==> config.mk <==
export PLATFORM = sky130hd
export DESIGN_NAME = regfile_dump_reader
export DESIGN_NICKNAME = d
export VERILOG_FILES = /design/src/rtl/regfile_dump_pkg.sv /design/src/rtl/regfile_dump_reader.sv
export SDC_FILE = /design/constraint.sdc
export NUM_CORES = 1
export LEC_CHECK = 0
export ABC_CLOCK_PERIOD_IN_PS = 4400
export CAP_MARGIN = 25
export CORE_MARGIN = 5
export CORE_UTILIZATION = 47
export DETAILED_ROUTE_END_ITERATION = 7
export PLACE_DENSITY = 0.83
export SLEW_MARGIN = 0
export SYNTH_ARGS = -nofsm -noshare
export SYNTH_HDL_FRONTEND = slang
export SYNTH_SLANG_ARGS = --single-unit
==> constraint.sdc <==
create_clock -name clk -period 4.4 [get_ports clk]
set_clock_uncertainty 0.1 [all_clocks]
set_input_delay 0.66 -clock clk [delete_from_list [all_inputs] [get_ports clk]]
set_output_delay 0.66 -clock clk [all_outputs]
set_load 0.1 [all_outputs]
==> src/rtl/regfile_dump_pkg.sv <==
// ============================================================================
// Module      : regfile_dump_pkg
// Description : Shared state encoding and default widths for the register
//               file dump reader and the debug host bridge.
// Revision    : 1.0 - initial release
// ============================================================================
`default_nettype none

package regfile_dump_pkg;

    localparam int DUMP_ADDR_W = 5;
    localparam int DUMP_DATA_W = 32;

    typedef enum logic [2:0] {
        ST_IDLE  = 3'd0,
        ST_FETCH = 3'd1,
        ST_SEND  = 3'd2,
        ST_CSUM  = 3'd3,
        ST_DONE  = 3'd4
    } dumpState_t;

endpackage

`default_nettype wire

==> src/rtl/regfile_dump_reader.sv <==
// ============================================================================
// Module      : regfile_dump_reader
// Description : Walks the register file through a spare read port and streams
//               each word to the debug host over valid/ready. Optional trailing
//               XOR checksum word when REGFILE_DUMP_CSUM_EN is defined.
// Revision    : 1.0 - initial release
// ============================================================================
`default_nettype none

module regfile_dump_reader
    import regfile_dump_pkg::*;
#(
    parameter int NUM_REGS  = 32,
    parameter int ADDR_W    = DUMP_ADDR_W,
    parameter int DATA_W    = DUMP_DATA_W,
    parameter int FIRST_REG = 0
) (
    input  logic              clk,
    input  logic              rst_n,
    input  logic              start,
    input  logic              abort,
    output logic              busy,
    output logic              done,
    output logic [ADDR_W-1:0] rf_raddr,
    input  logic [DATA_W-1:0] rf_rdata,
    output logic              out_valid,
    input  logic              out_ready,
    output logic [DATA_W-1:0] out_data,
    output logic [ADDR_W-1:0] out_idx,
    output logic              out_last,
    output logic              out_is_csum
);

    localparam logic [ADDR_W-1:0] C_LAST_REG  = ADDR_W'(NUM_REGS - 1);
    localparam logic [ADDR_W-1:0] C_FIRST_REG = ADDR_W'(FIRST_REG);
`ifdef REGFILE_DUMP_CSUM_EN
    localparam bit C_CSUM_EN = 1'b1;
`else
    localparam bit C_CSUM_EN = 1'b0;
`endif

    dumpState_t        r_state;
    logic [ADDR_W-1:0] r_ptr;
    logic [ADDR_W-1:0] r_raddr;
    logic [DATA_W-1:0] r_outData;
    logic [ADDR_W-1:0] r_outIdx;
    logic              r_outValid;
    logic              r_outLast;
    logic              r_busy;
    logic              r_done;
`ifdef REGFILE_DUMP_CSUM_EN
    logic [DATA_W-1:0] r_csum;
    logic              r_outIsCsum;
`endif

    logic w_handshake;
    logic w_atLast;

    assign w_handshake = r_outValid && out_ready;
    // Terminal compare on the last index keeps the pointer from ever wrapping.
    assign w_atLast    = (r_ptr == C_LAST_REG);

    always_ff @(posedge clk or negedge rst_n) begin
        if (!rst_n) begin
            r_state    <= ST_IDLE;
            r_ptr      <= C_FIRST_REG;
            r_raddr    <= '0;
            r_outData  <= '0;
            r_outIdx   <= '0;
            r_outValid <= 1'b0;
            r_outLast  <= 1'b0;
            r_busy     <= 1'b0;
            r_done     <= 1'b0;
`ifdef REGFILE_DUMP_CSUM_EN
            r_csum      <= '0;
            r_outIsCsum <= 1'b0;
`endif
        end else if (abort) begin
            // Abort outranks start and any handshake in flight; no done pulse.
            r_state    <= ST_IDLE;
            r_raddr    <= '0;
            r_outValid <= 1'b0;
            r_outLast  <= 1'b0;
            r_busy     <= 1'b0;
            r_done     <= 1'b0;
`ifdef REGFILE_DUMP_CSUM_EN
            r_outIsCsum <= 1'b0;
`endif
        end else begin
            case (r_state)
                ST_IDLE: begin
                    r_done <= 1'b0;
                    if (start) begin
                        r_state <= ST_FETCH;
                        r_busy  <= 1'b1;
                        r_ptr   <= C_FIRST_REG;
                        r_raddr <= C_FIRST_REG;
`ifdef REGFILE_DUMP_CSUM_EN
                        r_csum  <= '0;
`endif
                    end
                end

                ST_FETCH: begin
                    r_outData  <= rf_rdata;
                    r_outIdx   <= r_ptr;
                    r_outValid <= 1'b1;
                    r_outLast  <= w_atLast && !C_CSUM_EN;
                    r_state    <= ST_SEND;
                end

                ST_SEND: begin
                    if (w_handshake) begin
                        r_outValid <= 1'b0;
                        r_outLast  <= 1'b0;
`ifdef REGFILE_DUMP_CSUM_EN
                        r_csum     <= r_csum ^ r_outData;
`endif
                        if (w_atLast) begin
                            r_raddr <= '0;
`ifdef REGFILE_DUMP_CSUM_EN
                            r_state     <= ST_CSUM;
                            r_outData   <= r_csum ^ r_outData;
                            r_outIdx    <= '0;
                            r_outValid  <= 1'b1;
                            r_outLast   <= 1'b1;
                            r_outIsCsum <= 1'b1;
`else
                            r_state <= ST_DONE;
                            r_done  <= 1'b1;
`endif
                        end else begin
                            r_ptr   <= r_ptr + 1'b1;
                            r_raddr <= r_ptr + 1'b1;
                            r_state <= ST_FETCH;
                        end
                    end
                end

`ifdef REGFILE_DUMP_CSUM_EN
                ST_CSUM: begin
                    if (w_handshake) begin
                        r_outValid  <= 1'b0;
                        r_outLast   <= 1'b0;
                        r_outIsCsum <= 1'b0;
                        r_done      <= 1'b1;
                        r_state     <= ST_DONE;
                    end
                end
`endif

                ST_DONE: begin
                    r_done  <= 1'b0;
                    r_busy  <= 1'b0;
                    r_state <= ST_IDLE;
                end

                default: begin
                    r_state    <= ST_IDLE;
                    r_busy     <= 1'b0;
                    r_done     <= 1'b0;
                    r_outValid <= 1'b0;
                    r_outLast  <= 1'b0;
                end
            endcase
        end
    end

    assign busy      = r_busy;
    assign done      = r_done;
    assign rf_raddr  = r_raddr;
    assign out_valid = r_outValid;
    assign out_data  = r_outData;
    assign out_idx   = r_outIdx;
    assign out_last  = r_outLast;
`ifdef REGFILE_DUMP_CSUM_EN
    assign out_is_csum = r_outIsCsum;
`else
    assign out_is_csum = 1'b0;
`endif

endmodule

`default_nettype wire

==> results by stage, run 1 <==
STA:
- The tightest hold path in the finished design has a slack of 0.3612 ns.
- The final critical-path share of the clock period is 0.5897.
- Setup repair after global routing left no endpoint under its margin.
- The worst slew margin relative to its limit is 0.3291.
- The maximum operating frequency is 0.3854 GHz.
- Setup violations remaining at the end of the flow were counted as 0.
- The setup TNS after final layout is 0 ns.
- The slew at the pin closest to its max-slew limit is 1.003 ns.
- The final count of pins violating max slew is 0.
- The final critical delay including setup and external delays is 2.595 ns.
- The number of hold-slack violations in the final timing report was 0.

Clocking:
- The root buffer cell is sky130_fd_sc_hd__clkbuf_8.
- In this run the number of H-tree levels came out at 2.
- Buffers inserted during clock tree synthesis total 5.
- The number of hold buffers added after CTS is 0.
- The clock insertion delay at the later pin of the skew report is 0.30 ns.
- After clock tree synthesis, the setup repair step added 0 buffers.
- The clock net sink count is 54.
- The post-CTS resize count is 0.
- The TritonCTS clock tree is built.
- The maximum number of buffers from clock root to sink is 2.
- The clock-pin slew reported for the worst setup and hold paths after clock tree synthesis is around 0.090 ns.

Routing:
- The count of antenna-violating nets left after detailed routing is 0.
- The detail-routed via count per cell is 4.913.
- The total routed wirelength is 4881 µm.
- The total vias in the final route is 1523.
- The number of iterations in the first detailed-routing pass is 4.
- Dividing the detail-routed wire length by the instance count gives 15.75 µm.
- After detailed routing, the number of remaining DRC violations is 0.
- The detailed router finished its first iteration with 57 violations.

Synth:
- Of the total synthesized cell area, the portion taken by XOR and XNOR cells is 0.007709.
- Yosys printed 0 warnings.
- The netlist area before placement is 0.002272 mm².
- In the synthesized netlist, the cells that appear most often are sky130_fd_sc_hd__dfrtp_1 (54), sky130_fd_sc_hd__mux2_2 (42), sky130_fd_sc_hd__nor2_1 (7).
- The mean post-synth cell area is 14.47 µm².
- The library cell with the largest summed area after synthesis is sky130_fd_sc_hd__dfrtp_1.
- The cell count after synthesis is roughly 160.
- The most common cell in the netlist is sky130_fd_sc_hd__dfrtp_1.
- The synthesized-area fraction occupied by adder cells is 0.01652.
- After synthesis, the largest family of logic cells by area is multiplexers.
- Of the total synthesized cell area, the portion taken by AND, OR, NAND and NOR gates is 0.08205.
- Measured against the total synthesized area, the mux share comes to 0.2126.
- The most used flip-flop cell after synthesis is sky130_fd_sc_hd__dfrtp_1.
- The synthesized flop and latch total is 54.
- The share of synthesized area in the top cell type comes to 0.5947.
- In this run, distinct cell masters in the synthesized netlist total 35.
- The area fraction in compound gates after synthesis is 0.05947.
- Yosys mapped a number of flops with a built-in enable equal to 0.
- The share of synthesized flip-flops with an asynchronous set or reset is 1.000.
- The sequential cell area fraction in the yosys report is 0.5947.
- The net count after synthesis is 197.
- By area the synthesized netlist is led by sky130_fd_sc_hd__dfrtp_1 (59%), sky130_fd_sc_hd__mux2_2 (21%), sky130_fd_sc_hd__nor4b_4 (2.1%).

Critical path:
- The worst setup path is captured at an output pin.
- In this run the worst path has a maximum fanout of 4.
- The path type of the worst setup path is register to output pin.
- The data arrival time of the critical path is 1.83 ns.
- The top cell family by delay on the critical path is buffers and inverters.
- Traced cell by cell, the critical path runs through clkdlybuf4s50_1.
- The biggest cell delay along the critical path is between 1 and 1.5 ns.
- Counting both buffers and inverters, the worst setup path holds a total of 1.
- STA classifies the critical path startpoint as a register.
- The critical path required time is 3.64 ns.
- The cell type of the slowest stage on the worst timing path is sky130_fd_sc_hd__clkdlybuf4s50_1.
- In this run the number of cells on the critical path is 1.
- The worst register-to-register path has a depth of 7.

Min path:
- The tightest min-delay check is of the primary input to async pin type.

Floorplan:
- The vertical die dimension is roughly 80 µm.
- The I/O pin count is 84.
- The die covers 0.006325 mm².
- The die is 79.53 µm wide.
- The floorplan row count is 25.
- In this run the standard cell core region covers 0.004723 mm².
- For this configuration, the core starts out at a cell density of 0.4811.

Global route:
- The number of global-route vias before repair is 1648.
- The initial antenna violation count is 0.
- The first global-routing pass estimated 8093 µm of wire.
- The pin count of the biggest net entering global routing is 55.
- The total routing usage reported by global routing is 0.1640.
- The overall overflow remaining after global route is 0.

Final layout:
- The share of cells above drive strength 1 is 0.2428.
- Relative to the synthesized area, the layout overhead comes to 42.57%.
- The antenna diode instance count is 0.
- At the end of the flow, the number of nets in the layout was about 280.

Placement:
- The congestion estimate from routability-driven global placement came to 0.8452.
- The half-perimeter wire length of the detailed placement result is 3571 µm.
- The count of input and output buffers is 82.

Flow run:
- The number of violations of the max-capacitance limit is 0.

Outcome:
- The flow ran to the end, and the final reports show no timing, DRC or antenna violations.
worst paths after layout:
check                      slack (ns)        start      endpoint
setup / recovery                 1.81    out_valid     out_valid
hold / removal                   0.36        rst_n  out_data[19]
setup reg to reg                 2.42     r_ptr[0]      r_ptr[2]
hold reg to reg                  0.41  rf_raddr[3]   rf_raddr[3]
max in group asynchronous        3.38        rst_n    out_idx[4]
min in group clk                 0.41  rf_raddr[3]   rf_raddr[3]
state kept, by name, indices dropped and copies added, names as in the netlist:
name       cells
busy           1
out_data      32
r_state        3
done           1
out_valid      1
rf_raddr       5
out_idx        5
r_ptr          5
out_last       1
metrics by stage:
step	instance area, µm²	utilization	setup slack [ns]	std cells
finish	3239	0.6858	1.806	310
global route	3239	0.6858	1.753	310
CTS	3239	0.6858	1.784	310
detailed placement	3148	0.6665	1.604	302
global placement	3148	0.6665	1.652	302
floorplan	2272	-	2.302	157
cell families (layout without fill, tap and decap cells):
kind of cell,Yosys count,in the layout
adder cells (fa/ha/maj),3,3
flip-flops,54,54
AO/OA/AOI/OAI,16,16
multiplexers,43,43
AND/OR/NAND/NOR,27,27
XOR/XNOR,2,2
buffers and inverters,11,97
other,1,1
cell type report:
type | instances | area [µm²]
clock inverters | 1 | 5.005
multi-input cells | 92 | 863.3
repair buffers | 84 | 830.8
inverters | 5 | 18.77
well taps | 67 | 83.83
clock buffers | 7 | 86.33
flip-flops and latches | 54 | 1351
fillers | 380 | 1484
per-layer routing:
metal	vias up	track usage	wire (µm)
met4	0	0.05842	71
met3	6	0.04063	242
li1	731	-	-
met1	739	0.2062	2132
met5	-	0	0
met2	47	0.2738	2434
cell usage in the layout, fill, tap and decap left out, drive strengths merged, types with 4 or more instances in the layout:
cell	n
clkbuf	7
clkdlybuf4s50	81
dfrtp	54
inv	5
mux2	42
nand2	4
nor2	7
Power of run 1 is not shown: default switching activity piles up to over one toggle a cycle in this logic, so the estimate is an artifact.
==> run 2: changes to the inputs <==
--- a/config.mk
+++ b/config.mk
@@ -5,12 +5,12 @@
 export SDC_FILE = /design/constraint.sdc
 export NUM_CORES = 1
 export LEC_CHECK = 0
-export ABC_CLOCK_PERIOD_IN_PS = 4400
+export ABC_CLOCK_PERIOD_IN_PS = 2500
 export CAP_MARGIN = 25
 export CORE_MARGIN = 5
-export CORE_UTILIZATION = 47
+export CORE_UTILIZATION = 44
 export DETAILED_ROUTE_END_ITERATION = 7
-export PLACE_DENSITY = 0.83
+export PLACE_DENSITY = 0.78
 export SLEW_MARGIN = 0
 export SYNTH_ARGS = -nofsm -noshare
 export SYNTH_HDL_FRONTEND = slang
==> constraint.sdc (replaced) <==
create_clock -name clk -period 2.5 [get_ports clk]
set_clock_uncertainty 0.1 [all_clocks]
set_input_delay 0.375 -clock clk [delete_from_list [all_inputs] [get_ports clk]]
set_output_delay 0.375 -clock clk [all_outputs]
set_load 0.1 [all_outputs]
==> run 2 against run 1 <==
Count of clock-buffer cells in the layout is 1 lower. Sequential share of layout area about the same. Critical path depth up 3. Final cell count is 2.3% higher. Setup slack lost 1.3 ns. First-iteration DRC count up 21%. Routed wire length fell by 7.0%. Core utilization decreased by 4.8 points. Non-clock buffer count increased by 4. Critical path type is now primary input to register. Critical endpoint is now rf_raddr[1]. Largest cell class unchanged.
==> results by stage, run 2 (synthesis gave the netlist of run 1 again) <==
Outcome:
- The run finished with clean final reports.

Global route:
- The wire length of the first global-routing pass is 7527 µm.
- The number of global-route vias before repair is roughly 1600.
- In the global route stage, overall resource usage came out at 0.1466.
- After global routing the overflow that remains totals 0.
- The initial antenna violation count is 0.
- The pin count of the biggest net entering global routing is 55.

Final layout:
- The final net count is 286.
- The antenna diode instance count is 0.
- The count of non-filler cells in the finished layout is 317.
- From synthesis to final layout, the design area changed by 42.46%.
- Of the cells placed in the final design, the portion with a size suffix greater than 1 is 0.4413.
- The library cells used most frequently in the layout, excluding fill and tap cells, are sky130_fd_sc_hd__dfrtp_1 (54), sky130_fd_sc_hd__buf_4 (49), sky130_fd_sc_hd__mux2_2 (42), sky130_fd_sc_hd__clkdlybuf4s50_1 (35), sky130_fd_sc_hd__nor2_1 (7).
- The number of flip-flops under the largest register name is 32.
- The cell area after layout is 0.003237 mm².
- The most common cell after layout, fill and taps aside is sky130_fd_sc_hd__dfrtp_1.

Floorplan:
- In this run the horizontal extent of the chip is 81.86 µm.
- The I/O pin count is 84.
- The core region is 0.005075 mm².
- The floorplan row count is 26.
- The initial core utilization is 0.4477.
- The vertical die dimension is slightly above 80 µm.
- The die covers 0.006701 mm².

Routing:
- The routed layout has 1520 vias.
- The detail-routed via count per cell is 4.795.
- The first TritonRoute pass finished after 4 iterations.
- In this run, the number of DRC markers left after iteration 0 of detailed routing was 69.
- In this run the remaining antenna-violating nets after routing total 0.
- After detailed routing, the average wire length per cell comes to between 10 and 15 µm.
- After detailed routing, the number of remaining DRC violations is 0.
- The routed design has approximately 4500 µm of wire.

Clocking:
- For this design, the sink count on the clock tree is 54.
- CTS placed an instance of sky130_fd_sc_hd__clkbuf_8 at the clock tree root.
- Gates resized during post-CTS repair numbered 0.
- The clock-pin slew reported for the worst setup and hold paths after clock tree synthesis is 0.09 ns.
- Once the clock tree was built, the setup fixing pass inserted 0 buffers.
- The longest clock path from root to sink contains 2 buffers.
- The TritonCTS clock tree is built.
- The total clock buffers created by CTS is 5.
- The clock reaches the later pin of the worst-skew pair after 0.30 ns.
- The H-tree depth is 2.

Flow run:
- The number of violations of the max-capacitance limit is 0.

Placement:
- The number of instances in the placed design is 308.
- The standard cell area after detailed placement is 0.003084 mm².
- Detailed placement finished with a half-perimeter wire length of around 3200 µm.
- The global placer's final weighted congestion is about 0.74.
- The count of input and output buffers is a little over 80.

STA:
- The number of hold-slack violations in the final timing report is 0.
- The final critical delay including setup and external delays is slightly below 2 ns.
- The final number of setup-violating endpoints is 0.
- The final critical-path share of the clock period is 0.7925.
- The maximum operating frequency is just over 0.5 GHz.
- The final count of pins violating max slew is 0.
- Setup repair after global routing left no endpoint under its margin.
- Adding up every negative setup slack in the final design gives 0 ns.

Critical path:
- The path type of the worst setup path is primary input to register.
- The worst-case register-to-register setup slack is 0.57 ns.
- The type of element capturing the critical path is a register.
- For the worst setup path, the data arrival time is 2.07 ns.
- Along the worst path, the maximum fanout reaches 5.
- The worst setup path is launched from a primary input.
- The critical path required time is 2.59 ns.

Min path:
- The type of the worst min-delay path is register to register.
## run 2: cell types whose count changed in the layout (fill, tap and decap cells not counted)
cell                              before  now
sky130_fd_sc_hd__buf_12                0    2
sky130_fd_sc_hd__clkdlybuf4s50_1      81   35
sky130_fd_sc_hd__dlygate4sd3_1         0    1
sky130_fd_sc_hd__clkbuf_1              1    0
sky130_fd_sc_hd__bufinv_16             0    2
sky130_fd_sc_hd__buf_4                 2   49
sky130_fd_sc_hd__clkinv_2              1    0
## run 2: layout make-up
| type | count | area [µm²] |
|---|---|---|
| Fill cell | 412 | 1838 |
| Sequential cell | 54 | 1351 |
| Multi-Input combinational cell | 92 | 863.3 |
| Timing Repair Buffer | 88 | 773.2 |
| Tap cell | 70 | 87.58 |
| Clock buffer | 6 | 82.58 |
| Clock inverter | 2 | 60.06 |
| Inverter | 5 | 18.77 |
## run 2: final timing paths
path / endpoint / start / cells after the start
max in group asynchronous: rf_raddr[4] / rst_n / 3
worst max-delay path: rf_raddr[1] / abort / 4
min in group asynchronous: out_data[31] / rst_n / 3
worst min-delay path: busy / busy / 1
worst min register to register: busy / busy / 1
worst max register to register: r_ptr[2] / r_ptr[0] / 7
## run 2: timing repair
item,in CTS,in global routing
hold buffers,1,0
setup endpoints to repair,0,0
endpoints found under the hold margin,54,0
## run 2: layer usage
| layer | global-route usage | up-vias | routed length [µm] |
|---|---|---|---|
| li1 | - | 737 | - |
| met1 | 0.1893 | 728 | 1999 |
| met2 | 0.2254 | 49 | 2070 |
| met3 | 0.06250 | 6 | 419 |
| met4 | 0.03987 | 0 | 48 |
| met5 | 0 | - | 0 |
## run 2: worst max-delay path, stage by stage
cell and delay (ns):
sky130_fd_sc_hd__clkdlybuf4s50_1 0.52, sky130_fd_sc_hd__or4_4 0.55, sky130_fd_sc_hd__o221ai_4 0.26, sky130_fd_sc_hd__mux2_2 0.37
## run 2: through the flow
stage,setup slack (ns),util,hold slack [ns]
2_1_floorplan,0.4605,-,-0.02059
3_3_place_gp,0.2221,0.6077,0.2941
3_5_place_dp,0.1954,0.6077,0.2938
4_1_cts,0.5217,0.6378,0.4119
5_1_grt,0.4377,0.6378,0.4246
6_report,0.5189,0.6378,0.4112
Power of run 2 is left out for the same reason.
